--- config.mk ---
export PLATFORM = sky130hd
export DESIGN_NAME = alu_issue_flat
export DESIGN_NICKNAME = d
export VERILOG_FILES = /design/src/rtl/alu_pkg.sv /design/src/rtl/alu_issue_if.sv /design/src/rtl/alu_issue_decode.sv /design/src/rtl/alu_issue.sv /design/src/flat_wrapper.sv
export SDC_FILE = /design/constraint.sdc
export NUM_CORES = 1
export LEC_CHECK = 0
export CORE_UTILIZATION = 41
export CTS_CLUSTER_DIAMETER = 30
export CTS_CLUSTER_SIZE = 40
export DETAILED_ROUTE_END_ITERATION = 8
export PLACE_DENSITY = 0.83
export SYNTH_ARGS = -nofsm -noshare
export SYNTH_HDL_FRONTEND = slang
export SYNTH_SLANG_ARGS = --single-unit
--- constraint.sdc ---
create_clock -name clk -period 2.4 [get_ports clk]
set_input_delay 0.48 -clock clk [delete_from_list [all_inputs] [get_ports clk]]
set_output_delay 0.48 -clock clk [all_outputs]
set_load 0.005 [all_outputs]
--- src/rtl/alu_pkg.sv ---
// Shared constants for the MIPS-style ALU issue path: opcode/funct encodings,
// one-hot alu_control bit positions and operand-select codes.
package alu_pkg;

    localparam logic [5:0] OP_RTYPE = 6'h00;
    localparam logic [5:0] OP_ADDI  = 6'h08;
    localparam logic [5:0] OP_ADDIU = 6'h09;
    localparam logic [5:0] OP_SLTI  = 6'h0A;
    localparam logic [5:0] OP_SLTIU = 6'h0B;
    localparam logic [5:0] OP_ANDI  = 6'h0C;
    localparam logic [5:0] OP_ORI   = 6'h0D;
    localparam logic [5:0] OP_XORI  = 6'h0E;
    localparam logic [5:0] OP_LUI   = 6'h0F;

    localparam logic [5:0] FN_SLL  = 6'h00;
    localparam logic [5:0] FN_SRL  = 6'h02;
    localparam logic [5:0] FN_SRA  = 6'h03;
    localparam logic [5:0] FN_SLLV = 6'h04;
    localparam logic [5:0] FN_SRLV = 6'h06;
    localparam logic [5:0] FN_SRAV = 6'h07;
    localparam logic [5:0] FN_ADD  = 6'h20;
    localparam logic [5:0] FN_ADDU = 6'h21;
    localparam logic [5:0] FN_SUB  = 6'h22;
    localparam logic [5:0] FN_SUBU = 6'h23;
    localparam logic [5:0] FN_AND  = 6'h24;
    localparam logic [5:0] FN_OR   = 6'h25;
    localparam logic [5:0] FN_XOR  = 6'h26;
    localparam logic [5:0] FN_NOR  = 6'h27;
    localparam logic [5:0] FN_SLT  = 6'h2A;
    localparam logic [5:0] FN_SLTU = 6'h2B;

    localparam int unsigned CTL_ADD  = 11;
    localparam int unsigned CTL_SUB  = 10;
    localparam int unsigned CTL_SLT  = 9;
    localparam int unsigned CTL_SLTU = 8;
    localparam int unsigned CTL_AND  = 7;
    localparam int unsigned CTL_NOR  = 6;
    localparam int unsigned CTL_OR   = 5;
    localparam int unsigned CTL_XOR  = 4;
    localparam int unsigned CTL_SLL  = 3;
    localparam int unsigned CTL_SRL  = 2;
    localparam int unsigned CTL_SRA  = 1;
    localparam int unsigned CTL_LUI  = 0;

    localparam logic [11:0] CTL_NOP = 12'h000;

    typedef enum logic [2:0] {
        SEL_NONE,
        SEL_RS_RT,
        SEL_SHAMT_RT,
        SEL_RS_SIMM,
        SEL_RS_ZIMM,
        SEL_ZERO_ZIMM
    } opnd_sel_e;

    function automatic logic [11:0] ctl_bit(input int unsigned pos);
        ctl_bit = 12'b1 << pos;
    endfunction

endpackage

--- src/rtl/alu_issue_if.sv ---
// Request, ALU and result-stream signals between the issue front end and
// its environment (instruction source, alu, register writeback).
interface alu_issue_if #(
    parameter int DATA_WIDTH = 32
);
    logic                  in_valid;
    logic                  in_ready;
    logic [31:0]           in_instr;
    logic [DATA_WIDTH-1:0] in_rs_val;
    logic [DATA_WIDTH-1:0] in_rt_val;

    logic [11:0]           alu_control;
    logic [DATA_WIDTH-1:0] alu_src1;
    logic [DATA_WIDTH-1:0] alu_src2;
    logic [DATA_WIDTH-1:0] alu_result;

    logic                  out_valid;
    logic                  out_ready;
    logic [DATA_WIDTH-1:0] out_result;
    logic [4:0]            out_rd;
    logic                  out_err;

    modport master (
        output in_valid, in_instr, in_rs_val, in_rt_val, alu_result, out_ready,
        input  in_ready, alu_control, alu_src1, alu_src2,
               out_valid, out_result, out_rd, out_err
    );

    modport slave (
        input  in_valid, in_instr, in_rs_val, in_rt_val, alu_result, out_ready,
        output in_ready, alu_control, alu_src1, alu_src2,
               out_valid, out_result, out_rd, out_err
    );
endinterface

--- src/rtl/alu_issue_decode.sv ---
// Combinational decode of one MIPS ALU instruction into a one-hot alu_control
// word, the two ALU operands, the destination register and an unsupported flag.
module alu_issue_decode
    import alu_pkg::*;
#(
    parameter int DATA_WIDTH = 32
) (
    input  logic [31:0]           instr,
    input  logic [DATA_WIDTH-1:0] rs_val,
    input  logic [DATA_WIDTH-1:0] rt_val,
    output logic [11:0]           control,
    output logic [DATA_WIDTH-1:0] src1,
    output logic [DATA_WIDTH-1:0] src2,
    output logic [4:0]            rd,
    output logic                  err
);
    logic [5:0]            opcode;
    logic [5:0]            funct;
    logic [DATA_WIDTH-1:0] simm;
    logic [DATA_WIDTH-1:0] zimm;
    logic [DATA_WIDTH-1:0] shamt;
    opnd_sel_e             sel;
    logic                  rs_field_unused;

    assign opcode = instr[31:26];
    assign funct  = instr[5:0];
    assign simm   = {{(DATA_WIDTH-16){instr[15]}}, instr[15:0]};
    assign zimm   = {{(DATA_WIDTH-16){1'b0}}, instr[15:0]};
    assign shamt  = {{(DATA_WIDTH-5){1'b0}}, instr[10:6]};

    // Register numbers in rs/rt are resolved upstream; only their values arrive here.
    assign rs_field_unused = ^instr[25:21];

    always_comb begin
        control = CTL_NOP;
        sel     = SEL_NONE;
        if (opcode == OP_RTYPE) begin
            case (funct)
                FN_ADD, FN_ADDU: begin control = ctl_bit(CTL_ADD);  sel = SEL_RS_RT;    end
                FN_SUB, FN_SUBU: begin control = ctl_bit(CTL_SUB);  sel = SEL_RS_RT;    end
                FN_SLT:          begin control = ctl_bit(CTL_SLT);  sel = SEL_RS_RT;    end
                FN_SLTU:         begin control = ctl_bit(CTL_SLTU); sel = SEL_RS_RT;    end
                FN_AND:          begin control = ctl_bit(CTL_AND);  sel = SEL_RS_RT;    end
                FN_OR:           begin control = ctl_bit(CTL_OR);   sel = SEL_RS_RT;    end
                FN_XOR:          begin control = ctl_bit(CTL_XOR);  sel = SEL_RS_RT;    end
                FN_NOR:          begin control = ctl_bit(CTL_NOR);  sel = SEL_RS_RT;    end
                FN_SLL:          begin control = ctl_bit(CTL_SLL);  sel = SEL_SHAMT_RT; end
                FN_SRL:          begin control = ctl_bit(CTL_SRL);  sel = SEL_SHAMT_RT; end
                FN_SRA:          begin control = ctl_bit(CTL_SRA);  sel = SEL_SHAMT_RT; end
                FN_SLLV:         begin control = ctl_bit(CTL_SLL);  sel = SEL_RS_RT;    end
                FN_SRLV:         begin control = ctl_bit(CTL_SRL);  sel = SEL_RS_RT;    end
                FN_SRAV:         begin control = ctl_bit(CTL_SRA);  sel = SEL_RS_RT;    end
                default: ;
            endcase
        end else begin
            case (opcode)
                OP_ADDI, OP_ADDIU: begin control = ctl_bit(CTL_ADD);  sel = SEL_RS_SIMM;   end
                OP_SLTI:           begin control = ctl_bit(CTL_SLT);  sel = SEL_RS_SIMM;   end
                OP_SLTIU:          begin control = ctl_bit(CTL_SLTU); sel = SEL_RS_SIMM;   end
                OP_ANDI:           begin control = ctl_bit(CTL_AND);  sel = SEL_RS_ZIMM;   end
                OP_ORI:            begin control = ctl_bit(CTL_OR);   sel = SEL_RS_ZIMM;   end
                OP_XORI:           begin control = ctl_bit(CTL_XOR);  sel = SEL_RS_ZIMM;   end
                OP_LUI:            begin control = ctl_bit(CTL_LUI);  sel = SEL_ZERO_ZIMM; end
                default: ;
            endcase
        end
    end

    always_comb begin
        src1 = '0;
        src2 = '0;
        case (sel)
            SEL_RS_RT:     begin src1 = rs_val; src2 = rt_val; end
            SEL_SHAMT_RT:  begin src1 = shamt;  src2 = rt_val; end
            SEL_RS_SIMM:   begin src1 = rs_val; src2 = simm;   end
            SEL_RS_ZIMM:   begin src1 = rs_val; src2 = zimm;   end
            SEL_ZERO_ZIMM: begin src2 = zimm;                  end
            default: ;
        endcase
    end

    // Every supported encoding sets exactly one control bit.
    assign err = (control == CTL_NOP);
    assign rd  = (opcode == OP_RTYPE) ? instr[15:11] : instr[20:16];

endmodule

--- src/rtl/alu_issue.sv ---
// Two-stage elastic issue/writeback pipe in front of the combinational alu:
// stage 1 drives the ALU operands, stage 2 captures the result for writeback.
module alu_issue
    import alu_pkg::*;
#(
    parameter int DATA_WIDTH = 32
) (
    input  logic       clk,
    input  logic       rst,
    alu_issue_if.slave bus
);
    logic [11:0]           dec_ctl;
    logic [DATA_WIDTH-1:0] dec_src1;
    logic [DATA_WIDTH-1:0] dec_src2;
    logic [4:0]            dec_rd;
    logic                  dec_err;

    logic                  s1_valid;
    logic [11:0]           s1_ctl;
    logic [DATA_WIDTH-1:0] s1_src1;
    logic [DATA_WIDTH-1:0] s1_src2;
    logic [4:0]            s1_rd;
    logic                  s1_err;

    logic                  s2_valid;
    logic [DATA_WIDTH-1:0] s2_result;
    logic [4:0]            s2_rd;
    logic                  s2_err;

    logic                  s2_free;
    logic                  s1_adv;
    logic                  accept;

    alu_issue_decode #(
        .DATA_WIDTH(DATA_WIDTH)
    ) u_decode (
        .instr   (bus.in_instr),
        .rs_val  (bus.in_rs_val),
        .rt_val  (bus.in_rt_val),
        .control (dec_ctl),
        .src1    (dec_src1),
        .src2    (dec_src2),
        .rd      (dec_rd),
        .err     (dec_err)
    );

    assign s2_free = !s2_valid || bus.out_ready;
    assign s1_adv  = s1_valid && s2_free;
    assign accept  = bus.in_valid && bus.in_ready;

    assign bus.in_ready = !s1_valid || s2_free;

    // Stage 1 is zeroed when it drains so the ALU sees a no-op while empty.
    always_ff @(posedge clk) begin
        if (rst) begin
            s1_valid <= 1'b0;
            s1_ctl   <= CTL_NOP;
            s1_src1  <= '0;
            s1_src2  <= '0;
            s1_rd    <= '0;
            s1_err   <= 1'b0;
        end else if (accept) begin
            s1_valid <= 1'b1;
            s1_ctl   <= dec_ctl;
            s1_src1  <= dec_src1;
            s1_src2  <= dec_src2;
            s1_rd    <= dec_rd;
            s1_err   <= dec_err;
        end else if (s1_adv) begin
            s1_valid <= 1'b0;
            s1_ctl   <= CTL_NOP;
            s1_src1  <= '0;
            s1_src2  <= '0;
            s1_rd    <= '0;
            s1_err   <= 1'b0;
        end
    end

    always_ff @(posedge clk) begin
        if (rst) begin
            s2_valid  <= 1'b0;
            s2_result <= '0;
            s2_rd     <= '0;
            s2_err    <= 1'b0;
        end else if (s1_adv) begin
            s2_valid  <= 1'b1;
            s2_result <= s1_err ? '0 : bus.alu_result;
            s2_rd     <= s1_rd;
            s2_err    <= s1_err;
        end else if (bus.out_ready) begin
            s2_valid  <= 1'b0;
        end
    end

    assign bus.alu_control = s1_ctl;
    assign bus.alu_src1    = s1_src1;
    assign bus.alu_src2    = s1_src2;

    assign bus.out_valid   = s2_valid;
    assign bus.out_result  = s2_result;
    assign bus.out_rd      = s2_rd;
    assign bus.out_err     = s2_err;

endmodule

--- src/flat_wrapper.sv ---
// flat-port wrapper written by rule: the top's interface ports become plain ports
module alu_issue_flat import alu_pkg::*;
#(
    parameter int DATA_WIDTH = 32
)
  (clk, rst, bus_in_valid, bus_in_instr, bus_in_rs_val, bus_in_rt_val, bus_alu_result, bus_out_ready, bus_in_ready, bus_alu_control, bus_alu_src1, bus_alu_src2, bus_out_valid, bus_out_result, bus_out_rd, bus_out_err);
  alu_issue_if #(.DATA_WIDTH(DATA_WIDTH)) bus_i ();
  input  logic clk;
  input  logic rst;
  input wire logic [$bits(bus_i.in_valid)-1:0] bus_in_valid;
  input wire logic [$bits(bus_i.in_instr)-1:0] bus_in_instr;
  input wire logic [$bits(bus_i.in_rs_val)-1:0] bus_in_rs_val;
  input wire logic [$bits(bus_i.in_rt_val)-1:0] bus_in_rt_val;
  input wire logic [$bits(bus_i.alu_result)-1:0] bus_alu_result;
  input wire logic [$bits(bus_i.out_ready)-1:0] bus_out_ready;
  output wire logic [$bits(bus_i.in_ready)-1:0] bus_in_ready;
  output wire logic [$bits(bus_i.alu_control)-1:0] bus_alu_control;
  output wire logic [$bits(bus_i.alu_src1)-1:0] bus_alu_src1;
  output wire logic [$bits(bus_i.alu_src2)-1:0] bus_alu_src2;
  output wire logic [$bits(bus_i.out_valid)-1:0] bus_out_valid;
  output wire logic [$bits(bus_i.out_result)-1:0] bus_out_result;
  output wire logic [$bits(bus_i.out_rd)-1:0] bus_out_rd;
  output wire logic [$bits(bus_i.out_err)-1:0] bus_out_err;
  assign bus_i.in_valid = bus_in_valid;
  assign bus_i.in_instr = bus_in_instr;
  assign bus_i.in_rs_val = bus_in_rs_val;
  assign bus_i.in_rt_val = bus_in_rt_val;
  assign bus_i.alu_result = bus_alu_result;
  assign bus_i.out_ready = bus_out_ready;
  assign bus_in_ready = bus_i.in_ready;
  assign bus_alu_control = bus_i.alu_control;
  assign bus_alu_src1 = bus_i.alu_src1;
  assign bus_alu_src2 = bus_i.alu_src2;
  assign bus_out_valid = bus_i.out_valid;
  assign bus_out_result = bus_i.out_result;
  assign bus_out_rd = bus_i.out_rd;
  assign bus_out_err = bus_i.out_err;
  alu_issue #(.DATA_WIDTH(DATA_WIDTH)) u_core (.clk(clk), .rst(rst), .bus(bus_i));
endmodule
==> results.toml <==
[clock_network]
clk_pin_slew_ns = 0.05
clockBufferDepth = 2
clock_sinks = 122
insertion_delay_ns = 0.41
h-tree-depth = 4
cts_made_buffers = 17
cts_tree = "yes"
cts_hold_buffers = 0
cts_setup_buffers = 0
clockRootBuffer = "clkbuf_16"
postCtsResizedCells = 0

[worst_setup_path]
crit_arrival_ns = 1.63
cp_common_cell = "clkdlybuf4s50_1"
r2r_cells = 5
cpLargestDelayFamily = "buffers and inverters"
endpoint_kind = "primary output"
worstSetupStartpointType = "input port"
endpoint = "bus_in_ready"
cp_num_buf_inv = 2
r2r_start = "u_core.s1_valid"
rrSetupSlack_ns = 0.68
crit_type = "in -> out"
cp.depth = 3
slowest_delay_ns = 0.54
crit_fanout = 2
crit_start = "bus_out_ready"
required_ns = 1.92
critPathSlowestCell = "clkdlybuf4s50_1"
r2r-end = "u_core.bus.alu_src2[21]"
crit_path_cell_trace = "clkdlybuf4s50_1 > nand3b_1 > clkdlybuf4s50_1"

[synth]
ys_seq_elements = 122
synthArstFlopShare = 0
synthSimpleGateAreaFrac = 0.207
syn_avg_cell_area_um2 = 8.71
syn-cell-area_mm2 = 0.00521
synthXorXnorAreaFrac = 0
synth_edf_count = 0
synth_top_family_by_area = "compound AO/OA/AOI/OAI gates"
synth_fa_ha_area_frac = 0
netlist_instances = 598
synth_fp_nets = 730
synth_ff_type = "dfxtp_1"
yosysSeqAreaShare = 0.469
synthMuxAreaShare = 0.0224
yosys_warnings = 0
ys_types = 47
synth_compound_area_frac = 0.254

[global_routing]
grt-ovfl-total = 0
grt_max_degree = 71
grt_pass1_wl_um = 27000
grt_pass1_vias = 5606
antenna_found_initial = 0
grt_use_total = 0.264

[place]
gp_congestion = 0.919
numPortBuffers = 242
hpwl_um = 12500

[sta]
max_clock_freq_ghz = 0.473
final.period_utilization = 0.881
report.final.setup_viol = 0
clock_skew_ns = 0.00752
slew_headroom = 0.519
tightestPinTransition_ns = 0.722
period_needed_ns = 2.11
hold_slack_ns = 0.448
finalSetupTns_ns = 0
rsz0062_at_grt = "no"
finalMaxSlewViolations = 0
hold_viol = 0

[final_layout]
nNetsFinal = 970
nFillCells = 948
final_layout_size_suffix_gt1_frac = 0.105
diodes = 0
fin_util = 0.702
syn_to_final_growth_pct = 64.7

[drt]
wl_met2_um = 8820
detail-route-antenna-nets = 0
vias_per_cell = 5.56
dr_wl_met3_um = 1140
dr_total_vias = 5665
dr.pass1.iters = 7
drt_iter0_drc = 436
drc = 0
drt-met1-wl_um = 6920
wire_per_inst_um = 17.2
highest_layer = "met4"
drt_wl_total_um = 17500

[pwr]
powerDensity_mw_per_mm2 = 614
p_leak_uw = 0.00298
ir_drop_mv = 0.421
p_comb_frac = 0.121
power_frac_clock = 0.479
p_int_uw = 4070
switching_share = 0.228
finalPower_uw = 5270
seqPwrFrac = 0.399
p_switching_uw = 1200

[floorplan]
die_x_um = 115
core_mm2 = 0.0122
die-height_um = 115
start_util = 0.426
ios = 248
row_count = 40
dieArea_mm2 = 0.0132

[job]
drv_cap = 0

[outcome]
status = "completed"

[min_path]
worstHoldPathType = "reg -> reg"
==> through the flow <==
step | instance area, um^2 | worst slack (ns) | instances
global route | 8580 | 0.200 | 1018
CTS | 8580 | 0.280 | 1018
global placement | 7980 | -0.0125 | 987
detailed placement | 7980 | -0.0903 | 987
finish | 8580 | 0.287 | 1018
floorplan | 5210 | 0.516 | 598
==> Yosys cell counts (2+ instances only) <==
library cell	n	area share
nand2_1	51	0.037
nand3_1	33	0.032
a211oi_1	17	0.025
clkbuf_1	38	0.027
nor3b_1	35	0.050
nand3b_1	2	0.0029
mux2_2	5	0.011
nor2b_1	2	0.0024
nor3b_2	2	0.0048
a21oi_1	43	0.041
o21ai_0	22	0.021
a221oi_1	16	0.027
nor3_1	7	0.0067
and2_1	2	0.0024
buf_4	5	0.0072
dfxtp_1	122	0.47
mux2i_1	6	0.012
nor2_1	58	0.042
o221ai_1	5	0.0084
nand2b_1	4	0.0048
inv_1	2	0.0014
o21ai_1	29	0.028
or3_4	2	0.0043
a32oi_1	6	0.010
buf_2	11	0.011
and4_1	2	0.0034
a22oi_1	51	0.074
==> state kept, by name (all words and copies together), names as in the netlist <==
register,flops
u_core.bus.alu_src1,32
u_core.s1_rd,5
u_core.bus.out_err,1
u_core.s1_err,1
u_core.bus.alu_control,12
u_core.bus.out_result,32
u_core.s1_valid,1
u_core.bus.out_rd,5
u_core.bus.alu_src2,32
u_core.bus.out_valid,1
==> power groups by stage <==
stage | registers [uW] | logic (uW) | clock network, uW
2_1_floorplan | 2140 | 229 | 0
3_3_place_gp | 2140 | 614 | 0
3_5_place_dp | 2140 | 630 | 0
5_1_grt | 2110 | 683 | 2650
4_1_cts | 2100 | 637 | 2560
6_report | 2100 | 639 | 2520
==> routing by layer <==
metal,track usage,vias up
met5,0,-
met4,0.163,0
met3,0.0577,51
met2,0.459,265
met1,0.293,2664
li1,-,2685
==> layout make-up <==
cell class | instances | area [um^2] | share of cell area
timing repair buffer | 276 | 2760 | 0.322
inverter | 2 | 7.51 | 0.000875
tap | 168 | 210 | 0.0245
sequential | 122 | 2440 | 0.285
multi-input combinational | 419 | 2560 | 0.298
clock buffer | 21 | 480 | 0.0560
clock inverter | 10 | 118 | 0.0137
==> worst min-delay path, delay by kind of cell, from the launching register on <==
family          cells  cell delay [ns]
simple gates        1             0.05
flops               1             0.30
compound gates      1             0.05
==> layout by cell type (no fill, tap or decap), types with 16 or more instances in the layout <==
cell type,instances
a22oi_1,51
clkbuf_16,17
dfxtp_1,122
clkdlybuf4s50_1,241
nand2_1,50
a21oi_1,43
nand3_1,33
o21ai_1,28
nor2_1,56
nor3b_1,35
o21ai_0,22
buf_4,27
a211oi_1,17
a221oi_1,16
==> how the worst min path moves through the flow <==
| stage | to | from | cells after the start | slack [ns] |
|---|---|---|---|---|
| floorplan | u_core.bus.alu_control[6] | u_core.bus.alu_control[6] | 2 | 0.45 |
| global placement | u_core.bus.alu_src2[11] | u_core.bus.alu_src2[11] | 2 | 0.43 |
| detailed placement | u_core.bus.alu_control[8] | u_core.bus.alu_control[8] | 2 | 0.44 |
| CTS | u_core.bus.alu_control[8] | u_core.bus.alu_control[8] | 2 | 0.45 |
| global route | u_core.bus.alu_src2[15] | u_core.bus.alu_src2[15] | 2 | 0.48 |
| finish | u_core.bus.alu_control[8] | u_core.bus.alu_control[8] | 2 | 0.45 |
==> kinds of logic (layout without fill, tap and decap cells) <==
kind of cell / count (synthesis) / in the layout
DFF: 122 / 122
AOI/OAI and AO/OA: 200 / 200
and+or+nand+nor: 208 / 208
buffers and inverters: 57 / 309
muxes: 11 / 11
(Power assumes the default switching activity.)
